===== src/rtl/multi_cycle_controller.sv =====
// Multi-cycle RISC-V style control unit.
// Sequences each instruction through IF -> ID -> EX -> (MEM) -> (WB) and
// drives the datapath select/enable lines combinationally from the current
// state and the live status inputs. The current state is exported on `state`.
//
// Memory handshake: mem_read / mem_write are level requests that stay high
// while the controller waits in IF or MEM; the access completes in the cycle
// where the request and mem_ready are both high, and the state advances on
// that clock edge. mem_ready in any other state has no effect.
module multi_cycle_controller (
    input  logic       clk,
    input  logic       reset,
    input  logic [6:0] part_of_inst,
    input  logic       alu_bcond,
    input  logic       mem_ready,
    input  logic       ecall_halt,
    output logic       ir_write,
    output logic       i_or_d,
    output logic       mem_read,
    output logic       mem_write,
    output logic       mem_to_reg,
    output logic       reg_write,
    output logic       pc_to_reg,
    output logic       pc_write,
    output logic [1:0] pc_source,
    output logic       alu_src_a,
    output logic [1:0] alu_src_b,
    output logic [1:0] alu_op,
    output logic       is_ecall,
    output logic       is_halted,
    output logic [2:0] state
);

    // Opcode values shared with the rest of the core's decode logic.
    localparam logic [6:0] OP_ARITHMETIC     = 7'b0110011;
    localparam logic [6:0] OP_ARITHMETIC_IMM = 7'b0010011;
    localparam logic [6:0] OP_LOAD           = 7'b0000011;
    localparam logic [6:0] OP_STORE          = 7'b0100011;
    localparam logic [6:0] OP_BRANCH         = 7'b1100011;
    localparam logic [6:0] OP_JAL            = 7'b1101111;
    localparam logic [6:0] OP_JALR           = 7'b1100111;
    localparam logic [6:0] OP_ECALL          = 7'b1110011;

    // pc_source encodings
    localparam logic [1:0] PC_SRC_ADD4   = 2'd0;
    localparam logic [1:0] PC_SRC_ALU    = 2'd1;
    localparam logic [1:0] PC_SRC_ALUOUT = 2'd2;

    // alu_src_b encodings
    localparam logic [1:0] SRC_B_RS2 = 2'd0;
    localparam logic [1:0] SRC_B_IMM = 2'd1;

    // alu_op encodings
    localparam logic [1:0] ALU_ADD    = 2'd0;
    localparam logic [1:0] ALU_BRANCH = 2'd1;
    localparam logic [1:0] ALU_FUNCT  = 2'd2;

    typedef enum logic [2:0] {
        ST_IF   = 3'd0,
        ST_ID   = 3'd1,
        ST_EX   = 3'd2,
        ST_MEM  = 3'd3,
        ST_WB   = 3'd4,
        ST_HALT = 3'd5
    } state_t;

    state_t cur_state;
    state_t next_state;

    // State register; reset always restarts at instruction fetch.
    always_ff @(posedge clk) begin
        if (reset) begin
            cur_state <= ST_IF;
        end else begin
            cur_state <= next_state;
        end
    end

    // Next-state and datapath controls; everything is forced low during reset
    // so an in-flight access or writeback is dropped immediately.
    always_comb begin
        next_state = cur_state;
        ir_write   = 1'b0;
        i_or_d     = 1'b0;
        mem_read   = 1'b0;
        mem_write  = 1'b0;
        mem_to_reg = 1'b0;
        reg_write  = 1'b0;
        pc_to_reg  = 1'b0;
        pc_write   = 1'b0;
        pc_source  = PC_SRC_ADD4;
        alu_src_a  = 1'b0;
        alu_src_b  = SRC_B_RS2;
        alu_op     = ALU_ADD;
        is_ecall   = 1'b0;
        is_halted  = 1'b0;
        state      = 3'd0;

        if (reset) begin
            next_state = ST_IF;
        end else begin
            state = cur_state;
            case (cur_state)
                ST_IF: begin
                    mem_read = 1'b1;
                    ir_write = mem_ready;
                    if (mem_ready) begin
                        next_state = ST_ID;
                    end
                end

                ST_ID: begin
                    // PC + immediate lands in ALUOut as a branch/JAL target.
                    alu_src_b = SRC_B_IMM;
                    if (part_of_inst == OP_ECALL) begin
                        is_ecall = 1'b1;
                        if (ecall_halt) begin
                            next_state = ST_HALT;
                        end else begin
                            pc_write   = 1'b1;
                            next_state = ST_IF;
                        end
                    end else begin
                        next_state = ST_EX;
                    end
                end

                ST_EX: begin
                    case (part_of_inst)
                        OP_ARITHMETIC: begin
                            alu_src_a  = 1'b1;
                            alu_op     = ALU_FUNCT;
                            next_state = ST_WB;
                        end
                        OP_ARITHMETIC_IMM: begin
                            alu_src_a  = 1'b1;
                            alu_src_b  = SRC_B_IMM;
                            alu_op     = ALU_FUNCT;
                            next_state = ST_WB;
                        end
                        OP_LOAD, OP_STORE: begin
                            alu_src_a  = 1'b1;
                            alu_src_b  = SRC_B_IMM;
                            next_state = ST_MEM;
                        end
                        OP_BRANCH: begin
                            alu_src_a  = 1'b1;
                            alu_op     = ALU_BRANCH;
                            pc_write   = 1'b1;
                            pc_source  = alu_bcond ? PC_SRC_ALUOUT : PC_SRC_ADD4;
                            next_state = ST_IF;
                        end
                        OP_JAL: begin
                            reg_write  = 1'b1;
                            pc_to_reg  = 1'b1;
                            pc_write   = 1'b1;
                            pc_source  = PC_SRC_ALUOUT;
                            next_state = ST_IF;
                        end
                        OP_JALR: begin
                            alu_src_a  = 1'b1;
                            alu_src_b  = SRC_B_IMM;
                            reg_write  = 1'b1;
                            pc_to_reg  = 1'b1;
                            pc_write   = 1'b1;
                            pc_source  = PC_SRC_ALU;
                            next_state = ST_IF;
                        end
                        default: begin
                            // Unknown opcode retires as a NOP.
                            pc_write   = 1'b1;
                            next_state = ST_IF;
                        end
                    endcase
                end

                ST_MEM: begin
                    i_or_d    = 1'b1;
                    mem_read  = (part_of_inst == OP_LOAD);
                    mem_write = (part_of_inst == OP_STORE);
                    if (mem_ready) begin
                        if (part_of_inst == OP_LOAD) begin
                            next_state = ST_WB;
                        end else begin
                            pc_write   = 1'b1;
                            next_state = ST_IF;
                        end
                    end
                end

                ST_WB: begin
                    reg_write  = 1'b1;
                    mem_to_reg = (part_of_inst == OP_LOAD);
                    pc_write   = 1'b1;
                    next_state = ST_IF;
                end

                ST_HALT: begin
                    is_halted  = 1'b1;
                    next_state = ST_HALT;
                end

                default: begin
                    // Unused encodings recover to fetch.
                    next_state = ST_IF;
                end
            endcase
        end
    end

endmodule


===== config.mk =====
export PLATFORM = sky130hd
export DESIGN_NAME = multi_cycle_controller
export DESIGN_NICKNAME = d
export VERILOG_FILES = /design/src/rtl/multi_cycle_controller.sv
export SDC_FILE = /design/constraint.sdc
export NUM_CORES = 1
export LEC_CHECK = 0
export CAP_MARGIN = 40
export CORE_MARGIN = 3
export CORE_UTILIZATION = 30
export CTS_CLUSTER_DIAMETER = 80
export DETAILED_ROUTE_END_ITERATION = 7
export PLACE_DENSITY = 0.72
export SLEW_MARGIN = 20
export SYNTH_ARGS = -nofsm -noshare
export SYNTH_HDL_FRONTEND = slang
export SYNTH_SLANG_ARGS = --single-unit

===== constraint.sdc =====
create_clock -name clk -period 1.6 [get_ports clk]
set_clock_uncertainty 0.2 [all_clocks]
set_input_delay 0.16 -clock clk [delete_from_list [all_inputs] [get_ports clk]]
set_output_delay 0.16 -clock clk [all_outputs]
set_load 0.05 [all_outputs]

==> metrics, run 1 <==
Starting Density 34.18%; Async SR Flop Fraction 0%; pre-CTS setup slack -0.4925 ns; Die W 49.08 um; stop err [ERROR DPL-0033] detailed placement checks failed during check placement.; DP HPWL between 2000 and 2500 um; synth cell count leaders 10 x nand2_1, 6 x nor2_1, 6 x nor2b_1, 6 x nor3_1; area leader, netlist dfxtp_1; CTS HTree Levels 1; Routability Congestion approximately 0.8; number of synthesis warnings 0; top cells by area, synth dfxtp_1 11%, nand2_1 6.7%, nor2b_1 6.7%; Post-synth top flop dfxtp_1; Num CTS Buffers 3; status aborted with a tool error; synth unique cells 42; Post-Syn Instances 80; sequential fraction of the synthesis area between 10% and 20%; synthesis-stage register bit count 3; CTS Buffer Depth 2; # clock sinks 3; Fail Step clock tree synthesis (4_1_cts); number of setup buffers added after CTS 8; Cell Area, Synth between 500 and 600 um^2; root buffer cell clkbuf_4; hold-fix buffers at CTS 0; most frequent cell after synthesis nand2_1; post-CTS sizing 49; Post-synth EDFFs 0; syn_area_per_cell 6.960 um^2; # port buffers 30; Die Ht 49.08 um; top cell type's share of synthesized area 10.79%; Row Count 14; Post-Syn Nets around 90; io pins 32
-- metrics by stage --
step | util (%) | hold WS (ns) | instance area, um^2 | setup TNS [ns] | cells
detailed placement | 83.18 | 0.4925 | 1355 | -6.427 | 152
global placement | 83.18 | 0.4734 | 1355 | -5.495 | 152
floorplan | - | 0.1711 | 720.7 | -1.222 | 80
-- kinds of logic after synthesis --
logic type / after synthesis / share of synthesized area (%)
AO/OA/AOI/OAI: 17 / 25.39
XOR/XNOR: 1 / 1.573
buffers and inverters: 9 / 9.212
flip-flops: 3 / 10.79
multiplexers: 2 / 3.820
other: 1 / 0.6735
AND/OR/NAND/NOR: 47 / 48.54
==> run 2, diff against run 1 <==
Settings changed: CORE_AREA from default to 3 3 64 66, CORE_MARGIN 3 to default, CORE_UTILIZATION 30 to default, CTS_CLUSTER_DIAMETER 80 to default, DIE_AREA from default to 0 0 67 69, PLACE_DENSITY 0.72 to default, PLACE_DENSITY_LB_ADDON from default to 0.15.
Clock period 1.6 ns to 2.1 ns, I/O delays scaled along.
==> run 2 against run 1 <==
Against the previous run:
- the run now ends clean
- area after synthesis unchanged
- synthesized cell count unchanged
==> metrics, run 2 <==
setup slack, reg-to-reg about 0.36 ns; FMAX 499.3 MHz; Die W 67 um (+37%); Critical Path Source part_of_inst[1]; # clock sinks 3 (unchanged); # port buffers 30 (unchanged); P&R area growth vs syn 129.0%; Iteration-0 DRC Markers 12; Tmin final 2.003 ns; fillcell total 385; top cell type's share of synthesized area 10.79% (unchanged); io pins 32 (unchanged); commonest cells after routing, fill and taps aside 19 x buf_12, 17 x buf_4, 10 x nand2_1, 6 x clkdlybuf4s50_1, 5 x nor2_1; Num CTS Buffers 3 (unchanged); Row Count 22 (+8); Max FO, Critical Path 5; Top reg by flops cur_state; synth unique cells 42 (unchanged); Routability Congestion 0.7729 (-5.0%); Setup crit end kind output port; wire per inst 12.73 um; Starting Density 15.32% (-19 points); root buffer cell clkbuf_8; ANT nets after route 0; worst hold path type in -> reg; synth cell count leaders 10 x nand2_1, 6 x nor2_1, 6 x nor2b_1, 6 x nor3_1; die area roughly 4600 um^2; Core Area roughly 3600 um^2; Async SR Flop Fraction 0% (unchanged); grt ovf 0; hold violation count in the final report 0; Setup CP Type in -> out; max cap viols 0; WL final roughly 2200 um; final hold slack between 0.4 and 0.5 ns; sequential fraction of the synthesis area 10.79% (unchanged); Post-synth top flop dfxtp_1; top cells by area, synth dfxtp_1 11%, nand2_1 6.7%, nor2b_1 6.7%; layout cell share with drive strength beyond 1 46.34%; CTS HTree Levels 1 (unchanged); syn_area_per_cell 6.960 um^2 (unchanged); Worst IR Drop VDD around 0.32 mV; startpoint types primary input; crit path capture pc_write; Inserted Diodes 0; vias per inst 4.281; area leader, netlist dfxtp_1; Worst EP required around 1.7 ns; Post-synth EDFFs 0 (unchanged); Post-Syn Instances 80 (unchanged); largest registers cur_state (3); TritonCTS clock tree done; CTS clk-pin slew, worst paths 0.03 ns; Register Area approximately 63 um^2; Data arrival, critical path 1.59 ns; commonest non-fill, non-tap cell in the layout buf_12; hold path cells 5; CTS Buffer Depth 2 (unchanged); RR Startpoint cur_state[1]; unrepaired setup endpoints after global routing false; first-pass GRT wire length about 3500 um; antenna violations before repair 0; largest net degree at the start of global routing 13; number of setup buffers added after CTS 0 (-8); Static Leak a little over 0.5 nW; synthesis-stage register bit count 3 (unchanged); most frequent cell after synthesis nand2_1; Die Ht 69 um (+41%); DR vias about 730; Post-Syn Nets 92 (unchanged); DRT Pass-1 Iters 4; reg2reg path depth 5; number of synthesis warnings 0 (unchanged); DP HPWL 1764 um (-13%); pre-CTS setup slack -0.1646 ns (+0.3279 ns); # nets final 136; worst skew pair latency around 0.21 ns; Cell Area, Synth 556.8 um^2 (unchanged); status finished clean; vias in the first global route roughly 750; multi-input logic area between 400 and 500 um^2; fin worst setup slack between 0.09 and 0.1 ns; Final Max Slew Viols 0; GR Util All Layers a little under a tenth; Largest register FFs 3; final setup fails 0; Final period util 95.37%; power per cell area 355.3 nW/um^2; reg2reg end cur_state[0]; Layout Utilization 35.09%; DRC viols 0
run 2: cell counts after synthesis:
No cell type changed its count.
run 2: area by class of cell:
| type | count | share of cell area, % |
|---|---|---|
| inverter | 1 | 0.2944 |
| timing repair buffer | 47 | 48.28 |
| clock buffer | 4 | 3.533 |
| tap | 48 | 4.711 |
| multi-input combinational | 68 | 38.27 |
| sequential | 3 | 4.907 |
run 2: worst max-delay path, stage by stage:
cell             delay (ns)
clkdlybuf4s50_1        0.48
and4bb_4               0.29
nor2b_4                0.19
a21oi_1                0.07
o21ba_1                0.20
buf_12                 0.15
run 2: worst min-delay path by stage:
stage               startpoint            to
6_report       part_of_inst[6]  cur_state[2]
4_1_cts        part_of_inst[6]  cur_state[2]
3_5_place_dp      cur_state[1]  cur_state[0]
3_3_place_gp      cur_state[1]  cur_state[0]
2_1_floorplan  part_of_inst[6]  cur_state[2]
5_1_grt           cur_state[1]  cur_state[0]
run 2: per-layer routing:
| layer | share of wire [%] | track usage, % | vias to the layer above |
|---|---|---|---|
| met5 | 0 | 0 | - |
| met4 | 0.74 | 3.378 | 0 |
| met3 | 6.6 | 1.303 | 2 |
| met2 | 46 | 14.96 | 26 |
| met1 | 46 | 12.93 | 332 |
| li1 | - | - | 372 |
run 2: timing repair:
action	in CTS	in global routing
gates resized for setup	7	4
hold buffers	0	0
setup endpoints to repair	9	8
pin swaps	1	1
run 2: cell families (layout without fill, tap and decap cells):
group                     count (synthesis)  after routing  share of synthesized area [%]
and+or+nand+nor                          47             47                          48.54
xor gates and xnor gates                  1              1                          1.573
buffers and inverters                     9             52                          9.212
AOI/OAI and AO/OA                        17             17                          25.39
DFF                                       3              3                          10.79
other                                     1              1                         0.6735
muxes                                     2              2                          3.820
run 2: stage by stage:
step / setup TNS, ns / cell area [um^2] / power, mW / cells
6_report: 0 / 1275 / 0.4530 / 171
5_1_grt: 0 / 1275 / 0.4733 / 171
4_1_cts: -0.01443 / 1267 / 0.4560 / 171
3_5_place_dp: -0.8439 / 1216 / 0.2878 / 167
3_3_place_gp: -0.4743 / 1216 / 0.2856 / 167
2_1_floorplan: -0.3366 / 585.6 / 0.1818 / 80
run 2: where the power goes:
group	internal (mW)	switching, mW
combinational	0.107	0.108
clock	0.129	0.0373
sequential	0.0628	0.00917
No activity file was read; power rests on OpenSTA's default activity.
